**src/rtl/rvx_bus_pkg.sv**
```systemverilog
// Shared definitions for RVX bus stress blocks: FSM encodings and LFSR constants.
package rvx_bus_pkg;

   typedef logic [2:0] state_t;

   localparam state_t ST_IDLE      = 3'd0;
   localparam state_t ST_DELAY     = 3'd1;
   localparam state_t ST_ISSUE     = 3'd2;
   localparam state_t ST_WAIT_RESP = 3'd3;
   localparam state_t ST_RESPOND   = 3'd4;

   localparam logic [15:0] LFSR_MASK         = 16'hB400;
   localparam logic [15:0] LFSR_DEFAULT_SEED = 16'hACE1;

   // Right-shifting Galois step; taps are folded in when the bit shifted out is 1.
   function automatic logic [15:0] lfsr_next(input logic [15:0] cur);
      return (cur >> 1) ^ (cur[0] ? LFSR_MASK : 16'h0000);
   endfunction

endpackage

```
**src/rtl/rvx_lfsr16.sv**
```systemverilog
// 16-bit Galois LFSR that free-runs outside reset; a zero seed would lock up, so it becomes 1.
module rvx_lfsr16
   import rvx_bus_pkg::*;
(
   input  logic        clock,
   input  logic        reset,
   input  logic [15:0] seed,
   output logic [15:0] value
);

   logic [15:0] seed_nz;

   assign seed_nz = (seed == 16'h0000) ? 16'h0001 : seed;

   always_ff @(posedge clock) begin
      if (reset) value <= seed_nz;
      else       value <= lfsr_next(value);
   end

endmodule

```
**src/rtl/rvx_bus_stall_injector.sv**
```systemverilog
// Bus pass-through that holds each request for a pseudo-random number of cycles before
// forwarding it, to stress manager stall handling.
//
// state     | meaning
// ----------+------------------------------------------------------
// IDLE      | no transaction; accepts a manager request
// DELAY     | counting injected wait cycles
// ISSUE     | s_rrequest/s_wrequest pulse is on the bus
// WAIT_RESP | waiting for the subordinate response of latched kind
// RESPOND   | m_rresponse/m_wresponse pulse is on the bus
module rvx_bus_stall_injector
   import rvx_bus_pkg::*;
#(
   parameter int          MAX_WAIT_CYCLES = 7,
   parameter logic [15:0] LFSR_SEED       = LFSR_DEFAULT_SEED
)
(
   input  logic        clock,
   input  logic        reset,
   input  logic        stall_enable,
   input  logic [31:0] m_address,
   input  logic [31:0] m_wdata,
   input  logic [3:0]  m_wstrobe,
   input  logic        m_rrequest,
   input  logic        m_wrequest,
   output logic [31:0] m_rdata,
   output logic        m_rresponse,
   output logic        m_wresponse,
   output logic [31:0] s_address,
   output logic [31:0] s_wdata,
   output logic [3:0]  s_wstrobe,
   output logic        s_rrequest,
   output logic        s_wrequest,
   input  logic [31:0] s_rdata,
   input  logic        s_rresponse,
   input  logic        s_wresponse,
   output logic        protocol_error,
   output logic [31:0] stall_cycles_count
);

   localparam int W = $clog2(MAX_WAIT_CYCLES + 1);

   state_t      state;
   logic [W-1:0] wait_cnt;
   logic [31:0] lat_addr;
   logic [31:0] lat_wdata;
   logic [3:0]  lat_wstrobe;
   logic        lat_write;

   logic [15:0]  lfsr_value;
   logic         lfsr_unused;
   logic [W-1:0] delay_d;
   logic         any_req;
   logic         early_resp;

   rvx_lfsr16 u_lfsr (
      .clock (clock),
      .reset (reset),
      .seed  (LFSR_SEED),
      .value (lfsr_value)
   );

   assign lfsr_unused = ^lfsr_value;
   assign delay_d     = stall_enable ? lfsr_value[W-1:0] : '0;
   assign any_req     = m_rrequest | m_wrequest;
   assign early_resp  = (s_rresponse | s_wresponse) &&
                        (state == ST_IDLE || state == ST_DELAY || state == ST_ISSUE);

   always_ff @(posedge clock) begin
      if (reset) begin
         state              <= ST_IDLE;
         wait_cnt           <= '0;
         lat_addr           <= '0;
         lat_wdata          <= '0;
         lat_wstrobe        <= '0;
         lat_write          <= 1'b0;
         m_rdata            <= '0;
         m_rresponse        <= 1'b0;
         m_wresponse        <= 1'b0;
         s_address          <= '0;
         s_wdata            <= '0;
         s_wstrobe          <= '0;
         s_rrequest         <= 1'b0;
         s_wrequest         <= 1'b0;
         protocol_error     <= 1'b0;
         stall_cycles_count <= '0;
      end else begin
         s_rrequest  <= 1'b0;
         s_wrequest  <= 1'b0;
         m_rresponse <= 1'b0;
         m_wresponse <= 1'b0;

         if ((any_req && state != ST_IDLE) || early_resp) protocol_error <= 1'b1;

         case (state)
            ST_IDLE: begin
               if (any_req) begin
                  lat_addr    <= m_address;
                  lat_wdata   <= m_wdata;
                  lat_wstrobe <= m_wstrobe;
                  lat_write   <= m_wrequest;
                  wait_cnt    <= delay_d;
                  if (m_rrequest && m_wrequest) protocol_error <= 1'b1;
                  if (delay_d != '0) begin
                     state <= ST_DELAY;
                  end else begin
                     // Zero delay skips DELAY, so the bus is driven straight from the inputs.
                     state      <= ST_ISSUE;
                     s_address  <= m_address;
                     s_wdata    <= m_wdata;
                     s_wstrobe  <= m_wstrobe;
                     s_rrequest <= ~m_wrequest;
                     s_wrequest <= m_wrequest;
                  end
               end
            end
            ST_DELAY: begin
               wait_cnt <= wait_cnt - 1'b1;
               if (stall_cycles_count != 32'hFFFF_FFFF)
                  stall_cycles_count <= stall_cycles_count + 32'd1;
               if (wait_cnt == W'(1)) begin
                  state      <= ST_ISSUE;
                  s_address  <= lat_addr;
                  s_wdata    <= lat_wdata;
                  s_wstrobe  <= lat_wstrobe;
                  s_rrequest <= ~lat_write;
                  s_wrequest <= lat_write;
               end
            end
            ST_ISSUE: begin
               state <= ST_WAIT_RESP;
            end
            ST_WAIT_RESP: begin
               if (lat_write) begin
                  if (s_rresponse) protocol_error <= 1'b1;
                  if (s_wresponse) begin
                     state       <= ST_RESPOND;
                     m_wresponse <= 1'b1;
                  end
               end else begin
                  if (s_wresponse) protocol_error <= 1'b1;
                  if (s_rresponse) begin
                     state       <= ST_RESPOND;
                     m_rdata     <= s_rdata;
                     m_rresponse <= 1'b1;
                  end
               end
            end
            ST_RESPOND: begin
               state <= ST_IDLE;
            end
            default: begin
               state <= ST_IDLE;
            end
         endcase
      end
   end

endmodule

```
**config.mk**
```make
export PLATFORM = sky130hd
export DESIGN_NAME = rvx_bus_stall_injector
export DESIGN_NICKNAME = d
export VERILOG_FILES = /design/src/rtl/rvx_bus_pkg.sv /design/src/rtl/rvx_lfsr16.sv /design/src/rtl/rvx_bus_stall_injector.sv
export SDC_FILE = /design/constraint.sdc
export NUM_CORES = 1
export LEC_CHECK = 0
export CORE_UTILIZATION = 44
export DETAILED_ROUTE_END_ITERATION = 10
export PLACE_DENSITY = 0.77
export SYNTH_ARGS = -nofsm -noshare
export SYNTH_HDL_FRONTEND = slang
export SYNTH_SLANG_ARGS = --single-unit
```
**constraint.sdc**
```tcl
create_clock -name clock -period 1.8 [get_ports clock]
set_input_delay 0.36 -clock clock [delete_from_list [all_inputs] [get_ports clock]]
set_output_delay 0.36 -clock clock [all_outputs]
set_load 0.02 [all_outputs]
```
==> insert_results.sql, run 1 <==
INSERT INTO impl_metrics (metric_group, metric, value, unit) VALUES
('run_status', 'outcome', 'finished, violations left', ''),
('run_status', 'failed_checks', 'setup timing', ''),
('critical_path', 'worst-setup-path-type', 'flop to flop', ''),
('sta', 'final_hold_viol_count', '0', ''),
('critical_path', 'crit_slowest_cell', 'dfxtp_4', ''),
('critical_path', 'cp.arrival', '2280', 'ps'),
('sta', 'timing.setup.tns', '-1660', 'ps'),
('sta', 'timing.max_slew.rel_slack', '63.5', '%'),
('floorplanning', 'row_count', '52', ''),
('logic_synthesis', 'number_of_nets_produced_by_synthesis', '1235', ''),
('sta', 'worst_slew_pin_slew', '544', 'ps'),
('routing', 'wl_per_cell', '16.4', 'um'),
('grt', 'groute.usage.overall', '23.9', '%'),
('sta', 'fin_skew', '11.3', 'ps'),
('grt', 'antenna_violations_before_repair', '1', ''),
('critical_path', 'cell_mode_on_critical_path', 'buf_6', ''),
('power_and_ir_drop', 'switching_power', '7180', 'uW'),
('power_and_ir_drop', 'post-layout-total-power', '20400', 'uW'),
('floorplanning', 'initial_core_utilization', '44.8', '%'),
('power_and_ir_drop', 'clkPwrFrac', '25.2', '%'),
('sta', 'fin_crit_sh', '105', '%'),
('final_layout', 'fin_nets', '1552', ''),
('sta', 'maxSlewViolCount', '0', ''),
('sta', 'maxClockFrequency', '530', 'MHz'),
('clock_network', 'cts.root.buffer_cell', 'clkbuf_16', ''),
('logic_synthesis', 'syn_avg_cell_area', '8.04', 'um2'),
('clock_network', 'htree_levels', '1', ''),
('logic_synthesis', 'synth_simple_gate_area_share', '25.6', '%'),
('logic_synthesis', 'synth_area_leaders', 'dfxtp_1 50%, nand2_1 15%, a311oi_1 7.0%', ''),
('power_and_ir_drop', 'switching_share', '35.3', '%'),
('logic_synthesis', 'synth_async_sr_flop_share', '0', '%'),
('logic_synthesis', 'synth_most_common_cell', 'nand2_1', ''),
('flow_run', 'drv_cap', '0', ''),
('sta', 'finalHoldWorstSlack', '280', 'ps'),
('logic_synthesis', 'synth.yosys.seq_area_share', '50.5', '%'),
('logic_synthesis', 'synth_flop_cell', 'dfxtp_1', ''),
('logic_synthesis', 'synthesis.instances', '1125', ''),
('logic_synthesis', 'synthDominantAreaCellType', 'dfxtp_1', ''),
('routing', 'wl_met3', '1.94', 'mm'),
('placement', 'dpl.cell_count', '1641', ''),
('floorplanning', 'die_area', '0.0211', 'mm2'),
('logic_synthesis', 'post_synth_xor_area_fraction', '1.55', '%'),
('routing', 'drc_errors', '0', ''),
('routing', 'drt_first_iter_violations', '572', ''),
('sta', 'finalSetupViolations', '54', ''),
('routing', 'dr_total_vias', '9302', ''),
('routing', 'drtAntennaViolNets', '0', ''),
('routing', 'dr.max_layer_used', 'met5', ''),
('sta', 'worst_slack', '-88.0', 'ps'),
('power_and_ir_drop', 'p_int', '13200', 'uW'),
('logic_synthesis', 'netlist_area', '0.00904', 'mm2'),
('final_layout', 'layoutNonFillerInstCount', '1730', ''),
('clock_network', 'clockBufferDepth', '3', ''),
('logic_synthesis', 'largest_family_of_logic_cells_by_synthesized_area', 'simple AND/OR/NAND/NOR gates', ''),
('routing', '1st_pass_router_iterations', '6', ''),
('logic_synthesis', 'synth_top_area_share', '50.5', '%'),
('logic_synthesis', 'yosys.cell_types.count', '54', ''),
('grt', 'grt_first_pass_wirelength', '42.4', 'mm'),
('power_and_ir_drop', 'combinationalPowerShare', '41.7', '%'),
('logic_synthesis', 'synthTopCellsByCount', '354 x nand2_1, 228 x dfxtp_1, 118 x a21oi_1, 100 x nor2_1, 72 x a311oi_1', ''),
('logic_synthesis', 'post_synth_mux_area_share', '0.526', '%'),
('clock_network', 'clk_pin_slew_worst_paths', '60', 'ps'),
('critical_path', 'critical_path_end_type', 'flop', ''),
('placement', 'post_placement_worst_setup_slack', '-198', 'ps'),
('placement', 'finalWeightedCongestion', '0.796', ''),
('clock_network', 'number_of_clock_buffers_inserted_by_tritoncts', '24', ''),
('floorplanning', 'dieHeight', '145', 'um'),
('critical_path', 'setup.worst_path.start_class', 'flop', ''),
('floorplanning', 'die-width', '145', 'um'),
('floorplanning', 'ios', '244', ''),
('clock_network', 'insertion_delay', '510', 'ps');
## registers in the layout, indices dropped and copies added (netlist names)
register,flops
wait_cnt,3
stall_cycles_count,32
m_wresponse,1
s_rrequest,1
protocol_error,1
s_wstrobe,4
lat_wstrobe,4
s_address,32
lat_addr,32
s_wrequest,1
lat_wdata,32
m_rdata,32
u_lfsr.value,16
lat_write,1
m_rresponse,1
s_wdata,32
state,3
## area by class of cell
type,instances,area (um2)
inverters,7,26.3
fillers,1465,5660
repair buffers,380,3910
clock buffers,39,791
well taps,270,338
multi-input cells,801,4770
clock inverters,5,52.6
flip-flops and latches,228,4630
## worst max-delay path, delay by kind of cell, from the launching register on
| kind | cells | cell delay, ps |
|---|---|---|
| buffers and inverters | 4 | 580 |
| AND/OR/NAND/NOR | 2 | 330 |
| AO/OA/AOI/OAI | 3 | 500 |
| flip-flops | 1 | 360 |
## cell families after synthesis
group / count (synthesis)
buffers and inverters: 96
DFF: 228
and+or+nand+nor: 548
adders and majority gates: 4
xor gates and xnor gates: 16
AOI/OAI and AO/OA: 229
muxes: 4
## what timing repair did
item | CTS | global route
resized for setup | 206 | 120
pin swaps | 52 | 69
endpoints found under the setup margin | 224 | 142
buffers inserted | 19 | 14
cloned | 5 | 11
## power by group through the flow
stage / registers (uW) / clock network, uW / logic [uW]
3_3_place_gp: 6710 / 0 / 6520
6_report: 6730 / 5130 / 8490
2_1_floorplan: 7410 / 0 / 2900
3_5_place_dp: 6740 / 0 / 6680
4_1_cts: 6630 / 5210 / 7080
5_1_grt: 6850 / 5430 / 9030
## layout by cell type, fill, tap and decap left out, drive strengths merged, types with 10 or more instances in the layout
master / Yosys / layout
a311oi: 72 / 72
clkbuf: 65 / 49
nor2: 100 / 100
nor3: 10 / 10
dfxtp: 228 / 228
a21oi: 118 / 118
buf: 24 / 128
clkdlybuf4s50: 0 / 105
nand2: 354 / 354
dlygate4sd2: 0 / 135
xnor2: 14 / 14
or3: 12 / 12
nand3: 14 / 14
o21ai: 12 / 12
## final timing paths
path | cells after the start | start | slack, ps | endpoint
worst max register to register | 9 | state[2]$_SDFFE_PP0P_ | -90 | s_wdata[17]$_SDFFE_PP0P_
worst min-delay path | 2 | reset | 280 | stall_cycles_count[20]$_SDFFE_PP0P_
worst max-delay path | 9 | state[2]$_SDFFE_PP0P_ | -90 | s_wdata[17]$_SDFFE_PP0P_
worst min register to register | 1 | u_lfsr.value[8]$_SDFF_PP0_ | 410 | u_lfsr.value[7]$_SDFF_PP1_
## per-layer routing
| metal | GRT usage [%] | vias up |
|---|---|---|
| met5 | 0 | - |
| met2 | 41.0 | 366 |
| met3 | 4.95 | 64 |
| met1 | 30.4 | 4390 |
| li1 | - | 4480 |
| met4 | 6.89 | 2 |
## per-stage QoR
step	utilization [%]	cell area, um2
global placement	61.8	12500
finish	72.0	14500
CTS	67.8	13700
global route	72.0	14500
floorplan	-	9110
detailed placement	61.8	12500
No activity file was read; power rests on OpenSTA's default activity.
==> run 2, diff against run 1 <==
CTS_BUF_LIST = sky130_fd_sc_hd__clkbuf_4 sky130_fd_sc_hd__clkbuf_8 sky130_fd_sc_hd__clkbuf_16   (was default)
MAX_ROUTING_LAYER = met4   (was default)
==> insert_results.sql, run 2 (synthesis results as in run 1) <==
INSERT INTO impl_metrics (metric_group, metric, value, unit) VALUES
('critical_path', 'critical_path_end_type', 'flop', ''),
('clock_network', 'number_of_clock_buffers_inserted_by_tritoncts', '24', ''),
('grt', 'grt_remaining_overflow', '0', ''),
('grt', 'grt_first_pass_wirelength', '42.3', 'mm'),
('routing', 'routedLengthMet1', '12.2', 'mm'),
('final_layout', 'commonest_non_fill_non_tap_cell_in_the_layout', 'nand2_1', ''),
('run_status', 'outcome', 'finished, violations left', ''),
('clock_network', 'clockBufferDepth', '3', ''),
('critical_path', 'setup.worst_path.start', 'stall_cycles_count[30]$_SDFFE_PP0P_', ''),
('clock_network', 'htree_levels', '1', ''),
('sta', 'fin_crit_sh', '109', '%'),
('routing', 'drtAntennaViolNets', '0', ''),
('floorplanning', 'die_area', '0.0211', 'mm2'),
('floorplanning', 'row_count', '52', ''),
('placement', 'port_buffers', '243', ''),
('clock_network', 'hold_buffers', '0', ''),
('final_layout', 'num_antenna_cells', '0', ''),
('critical_path', 'worst-setup-path-type', 'flop to flop', ''),
('sta', 'maxClockFrequency', '510', 'MHz'),
('run_status', 'failed_checks', 'setup timing', ''),
('placement', 'post_placement_worst_setup_slack', '-198', 'ps'),
('final_layout', 'fin_nets', '1553', ''),
('routing', 'drc_errors', '0', ''),
('critical_path', 'crit-reg2reg-launch', 'stall_cycles_count[30]$_SDFFE_PP0P_', ''),
('floorplanning', 'die-width', '145', 'um'),
('min_path', 'hold_path.startpoint', 'reset', ''),
('placement', 'dp_hpwl', '16.2', 'mm'),
('critical_path', 'setup.reg_to_reg.worst_slack', '-160', 'ps'),
('critical_path', 'setup.worst_path.start_class', 'flop', ''),
('routing', '1st_pass_router_iterations', '5', ''),
('sta', 'rsz0062_at_grt', 'yes', ''),
('clock_network', 'clk_pin_slew_worst_paths', '60', 'ps'),
('placement', 'dpl.cell_count', '1641', ''),
('floorplanning', 'initial_core_utilization', '44.8', '%'),
('critical_path', 'worst-endpoint-required', '2190', 'ps'),
('final_layout', 'layoutNonFillerInstCount', '1731', ''),
('sta', 'timing.final.crit_period', '1960', 'ps'),
('routing', 'vias_per_cell', '5.39', ''),
('floorplanning', 'dieHeight', '145', 'um'),
('flow_run', 'drv_cap', '0', ''),
('power_and_ir_drop', 'peakVddDrop', '0.000801', 'V'),
('critical_path', 'cp.arrival', '2350', 'ps'),
('final_layout', 'layout-drive-gt1-share', '22.7', '%'),
('sta', 'worst_slew_pin_slew', '540', 'ps'),
('routing', 'dr_total_vias', '9333', ''),
('sta', 'finalSetupViolations', '66', ''),
('critical_path', 'reg2reg_to', 'stall_cycles_count[29]$_SDFFE_PP0P_', ''),
('routing', 'wl_per_cell', '16.9', 'um'),
('sta', 'timing.max_slew.rel_slack', '63.8', '%'),
('placement', 'finalWeightedCongestion', '0.808', ''),
('clock_network', 'tritoncts_num_sinks', '228', ''),
('sta', 'final_hold_viol_count', '0', ''),
('routing', 'wl', '29.2', 'mm'),
('critical_path', 'critical_path_peak_fanout', '4', ''),
('grt', 'antenna_violations_before_repair', '0', ''),
('routing', 'wl_met2', '14.4', 'mm'),
('final_layout', 'area.growth.synth_to_final', '60.3', '%'),
('grt', 'grt_max_degree', '59', ''),
('sta', 'maxSlewViolCount', '0', ''),
('critical_path', 'setup.worst_path.end', 'stall_cycles_count[29]$_SDFFE_PP0P_', ''),
('routing', 'drt_first_iter_violations', '495', ''),
('clock_network', 'cts_tree', 'built', ''),
('floorplanning', 'ios', '244', ''),
('floorplanning', 'coreArea', '0.0202', 'mm2'),
('grt', 'groute.usage.overall', '24.7', '%'),
('power_and_ir_drop', 'p_leak', '0.00605', 'uW'),
('critical_path', 'reg2reg_depth', '6', ''),
('min_path', 'hold_class', 'input port to flop', ''),
('routing', 'dr.max_layer_used', 'met4', ''),
('power_and_ir_drop', 'post-layout-total-power', '20400', 'uW'),
('sta', 'worst_slack', '-160', 'ps'),
('final_layout', 'layout.cells.most_common_list', '352 x nand2_1, 201 x dfxtp_1, 137 x dlygate4sd2_1', ''),
('sta', 'fin_skew', '13.4', 'ps'),
('power_and_ir_drop', 'power-per-cell-area', '1400', 'mW/mm2'),
('clock_network', 'cts.root.buffer_cell', 'clkbuf_16', ''),
('clock_network', 'insertion_delay', '510', 'ps'),
('grt', 'via_count_of_the_first_global_routing_pass', '8709', ''),
('sta', 'finalHoldWorstSlack', '275', 'ps'),
('routing', 'wl_met3', '1.86', 'mm');
[run 2: how the worst min path moves through the flow]
stage / endpoint / slack [ps] / cells past startpoint
3_5_place_dp: u_lfsr.value[7]$_SDFF_PP1_ / 390 / 1
3_3_place_gp: u_lfsr.value[11]$_SDFF_PP1_ / 390 / 1
4_1_cts: stall_cycles_count[22]$_SDFFE_PP0P_ / 250 / 2
6_report: stall_cycles_count[14]$_SDFFE_PP0P_ / 280 / 2
5_1_grt: stall_cycles_count[18]$_SDFFE_PP0P_ / 280 / 2
2_1_floorplan: u_lfsr.value[11]$_SDFF_PP1_ / 390 / 1
[run 2: final cells by class]
type                            count  area [um2]
Clock buffer                       39         810
Clock inverter                      5        52.6
Fill cell                        1484        5670
Inverter                            7        26.3
Multi-Input combinational cell    801        4740
Sequential cell                   228        4620
Tap cell                          270         338
Timing Repair Buffer              381        3910
[run 2: timing repair]
item / in CTS / in global routing
cloned: 4 / 12
gates resized for setup: 192 / 120
pin swaps: 43 / 55
endpoints found under the setup margin: 225 / 141
setup buffers: 18 / 16
[run 2: through the flow]
step | cell area, um2 | utilization [%] | setup TNS, ps
after floorplan | 9110 | - | -331
after global placement | 12500 | 61.8 | -7590
after detailed placement | 12500 | 61.8 | -13230
after CTS | 13600 | 67.6 | -387
after global routing | 14500 | 71.9 | -9730
final | 14500 | 71.9 | -3230
[run 2: where the power goes]
part | switching, uW | internal (uW)
combinational | 4510 | 3890
clock | 2020 | 3220
sequential | 656 | 6080
total | 7180 | 13200
[run 2: worst max-delay path: stages, from the launching register on]
cell and delay, ps:
dfxtp_2 340, nand3_1 100, or4_4 610, o31ai_4 300
buf_4 170, nor4_4 40, mux2_4 290
[run 2: routing by layer]
metal	vias to the layer above	global-route usage, %
li1	4491	-
met1	4400	30.9
met2	377	41.0
met3	65	4.17
met4	0	7.05
met5	-	-
==> run 3, diff against run 2 <==
CORE_UTILIZATION = 52   (was 44)
PLACE_DENSITY = 0.85   (was 0.77)
clock period = 2.5 ns   (was 1.8 ns; I/O delays follow)
==> insert_results.sql, run 3 (synthesis results as in run 1) <==
INSERT INTO impl_metrics (metric_group, metric, value, unit) VALUES
('critical_path', 'critical_path_peak_fanout', '91', ''),
('clock_network', 'insertion_delay', '510', 'ps'),
('critical_path', 'critical_path_end_type', 'flop', ''),
('clock_network', 'tritoncts_num_sinks', '228', ''),
('sta', 'maxSlewViolCount', '0', ''),
('grt', 'grt_max_degree', '105', ''),
('floorplanning', 'initial_core_utilization', '54.0', '%'),
('sta', 'rsz0062_at_grt', 'no', ''),
('power_and_ir_drop', 'power-per-cell-area', '1030', 'mW/mm2'),
('floorplanning', 'die_area', '0.0179', 'mm2'),
('critical_path', 'crit_path_cell_trace', 'buf_4 > nor3_2 > o21ai_4 > a22oi_2 > buf_12 > nor2_1 > a311oi_1', ''),
('placement', 'dpl_cell_area', '0.0117', 'mm2'),
('floorplanning', 'ios', '244', ''),
('clock_network', 'cts_tree', 'built', ''),
('final_layout', 'commonest_non_fill_non_tap_cell_in_the_layout', 'nand2_1', ''),
('grt', 'via_count_of_the_first_global_routing_pass', '8131', ''),
('sta', 'timing.max_slew.rel_slack', '49.2', '%'),
('floorplanning', 'row_count', '47', ''),
('routing', 'drt_first_iter_violations', '656', ''),
('clock_network', 'cts_setup_buffers', '0', ''),
('clock_network', 'cts.root.buffer_cell', 'clkbuf_16', ''),
('grt', 'antenna_violations_before_repair', '0', ''),
('routing', 'drtAntennaViolNets', '0', ''),
('placement', 'port_buffers', '243', ''),
('placement', 'dp_hpwl', '15.4', 'mm'),
('sta', 'fin_skew', '13.7', 'ps'),
('critical_path', 'cpPeakStageDelay', '420', 'ps'),
('routing', 'wl_per_cell', '15.2', 'um'),
('clock_network', 'clk_pin_slew_worst_paths', '60', 'ps'),
('critical_path', 'cp.arrival', '2660', 'ps'),
('grt', 'grt_first_pass_wirelength', '39.2', 'mm'),
('sta', 'finalSetupViolations', '0', ''),
('sta', 'finalHoldWorstSlack', '415', 'ps'),
('clock_network', 'number_of_clock_buffers_inserted_by_tritoncts', '24', ''),
('sta', 'maxClockFrequency', '442', 'MHz'),
('final_layout', 'num_antenna_cells', '0', ''),
('final_layout', 'post-route-util', '74.9', '%'),
('floorplanning', 'dieHeight', '134', 'um'),
('routing', 'vias_per_cell', '5.49', ''),
('routing', 'dr_total_vias', '8637', ''),
('floorplanning', 'die-width', '134', 'um'),
('clock_network', 'hold_buffers', '0', ''),
('power_and_ir_drop', 'peakVddDrop', '0.000754', 'V'),
('run_status', 'outcome', 'finished, final reports clean', ''),
('power_and_ir_drop', 'p_leak', '0.00454', 'uW'),
('grt', 'groute.usage.overall', '27.2', '%'),
('flow_run', 'drv_cap', '0', ''),
('floorplanning', 'coreArea', '0.0168', 'mm2'),
('critical_path', 'setup.worst_path.start_class', 'flop', ''),
('final_layout', 'area.growth.synth_to_final', '38.8', '%'),
('sta', 'final_hold_viol_count', '0', ''),
('clock_network', 'htree_levels', '1', ''),
('routing', 'drc_errors', '0', ''),
('sta', 'fin_crit_sh', '90.5', '%'),
('critical_path', 'crit_slowest_cell', 'nor3_2', ''),
('grt', 'grt_remaining_overflow', '0', ''),
('placement', 'finalWeightedCongestion', '0.817', ''),
('final_layout', 'fin_nets', '1444', ''),
('final_layout', 'final_design_area_no_fill', '0.0126', 'mm2'),
('min_path', 'hold_class', 'flop to flop', ''),
('clock_network', 'post_cts_sizing_count', '0', ''),
('final_layout', 'layout-drive-gt1-share', '7.25', '%'),
('sta', 'worst_slew_pin_slew', '761', 'ps'),
('sta', 'timing.setup.tns', '0', 'ps'),
('final_layout', 'filler_cells', '1279', ''),
('final_layout', 'layout.cells.most_common_list', '354 x nand2_1, 242 x clkdlybuf4s50_1, 228 x dfxtp_1', ''),
('routing', '1st_pass_router_iterations', '7', ''),
('critical_path', 'worst-setup-path-type', 'flop to flop', ''),
('routing', 'wl', '23.9', 'mm'),
('critical_path', 'worst-endpoint-required', '2900', 'ps'),
('clock_network', 'clockBufferDepth', '3', ''),
('sta', 'timing.final.crit_period', '2260', 'ps');
-- run 3: cell count changes in the layout (fill, tap and decap cells not counted), sizes merged, moves of 2 or more --
cell	change
dlygate4sd2	-137
clkinv	+2
bufinv	+3
clkdlybuf4s50	+137
clkbuf	-14
buf	-99
-- run 3: power by group --
| group | internal, uW | switching, uW | total [uW] |
|---|---|---|---|
| combinational | 1800 | 2560 | 4350 |
| clock | 2420 | 1420 | 3840 |
| sequential | 4380 | 405 | 4790 |
-- run 3: path summary, 6_finish.rpt --
| kind | startpoint | endpoint | slack (ps) | cells after the start |
|---|---|---|---|---|
| worst max-delay path | state[0]$_SDFFE_PP0P_ | s_wdata[15]$_SDFFE_PP0P_ | 240 | 7 |
| worst min register to register | u_lfsr.value[12]$_SDFF_PP0_ | u_lfsr.value[11]$_SDFF_PP1_ | 420 | 1 |
| worst max register to register | state[0]$_SDFFE_PP0P_ | s_wdata[15]$_SDFFE_PP0P_ | 240 | 7 |
| worst min-delay path | u_lfsr.value[12]$_SDFF_PP0_ | u_lfsr.value[11]$_SDFF_PP1_ | 420 | 1 |
-- run 3: final cells by class --
cell class / count / area [um2] / area share [%]
flip-flops and latches: 228 / 4560 / 36.3
repair buffers: 272 / 2700 / 21.5
clock inverters: 9 / 145 / 1.16
inverters: 7 / 26.3 / 0.209
well taps: 220 / 275 / 2.19
multi-input cells: 801 / 4120 / 32.8
clock buffers: 35 / 726 / 5.78
-- run 3: worst max-delay path: cells and delay by family, from the launching register on --
kind / cells / cell delay, ps
buffers and inverters: 2 / 540
flip-flops: 1 / 330
AO/OA/AOI/OAI: 3 / 720
AND/OR/NAND/NOR: 2 / 530
-- run 3: stage by stage --
stage | cells | worst slack, ps | power (uW)
after floorplan | 1125 | 394 | 7430
after detailed placement | 1528 | 85.9 | 9220
after global routing | 1572 | 39.4 | 13700
after global placement | 1528 | 214 | 9080
after CTS | 1572 | 237 | 13100
final | 1572 | 237 | 13000
-- run 3: metal layers --
metal / up-vias / share of wire [%] / global-route usage [%]
met5: - / 0 / -
met4: 0 / 2.6 / 9.09
met3: 40 / 6.7 / 4.80
met2: 298 / 49 / 46.4
met1: 4044 / 42 / 32.4
li1: 4255 / - / -
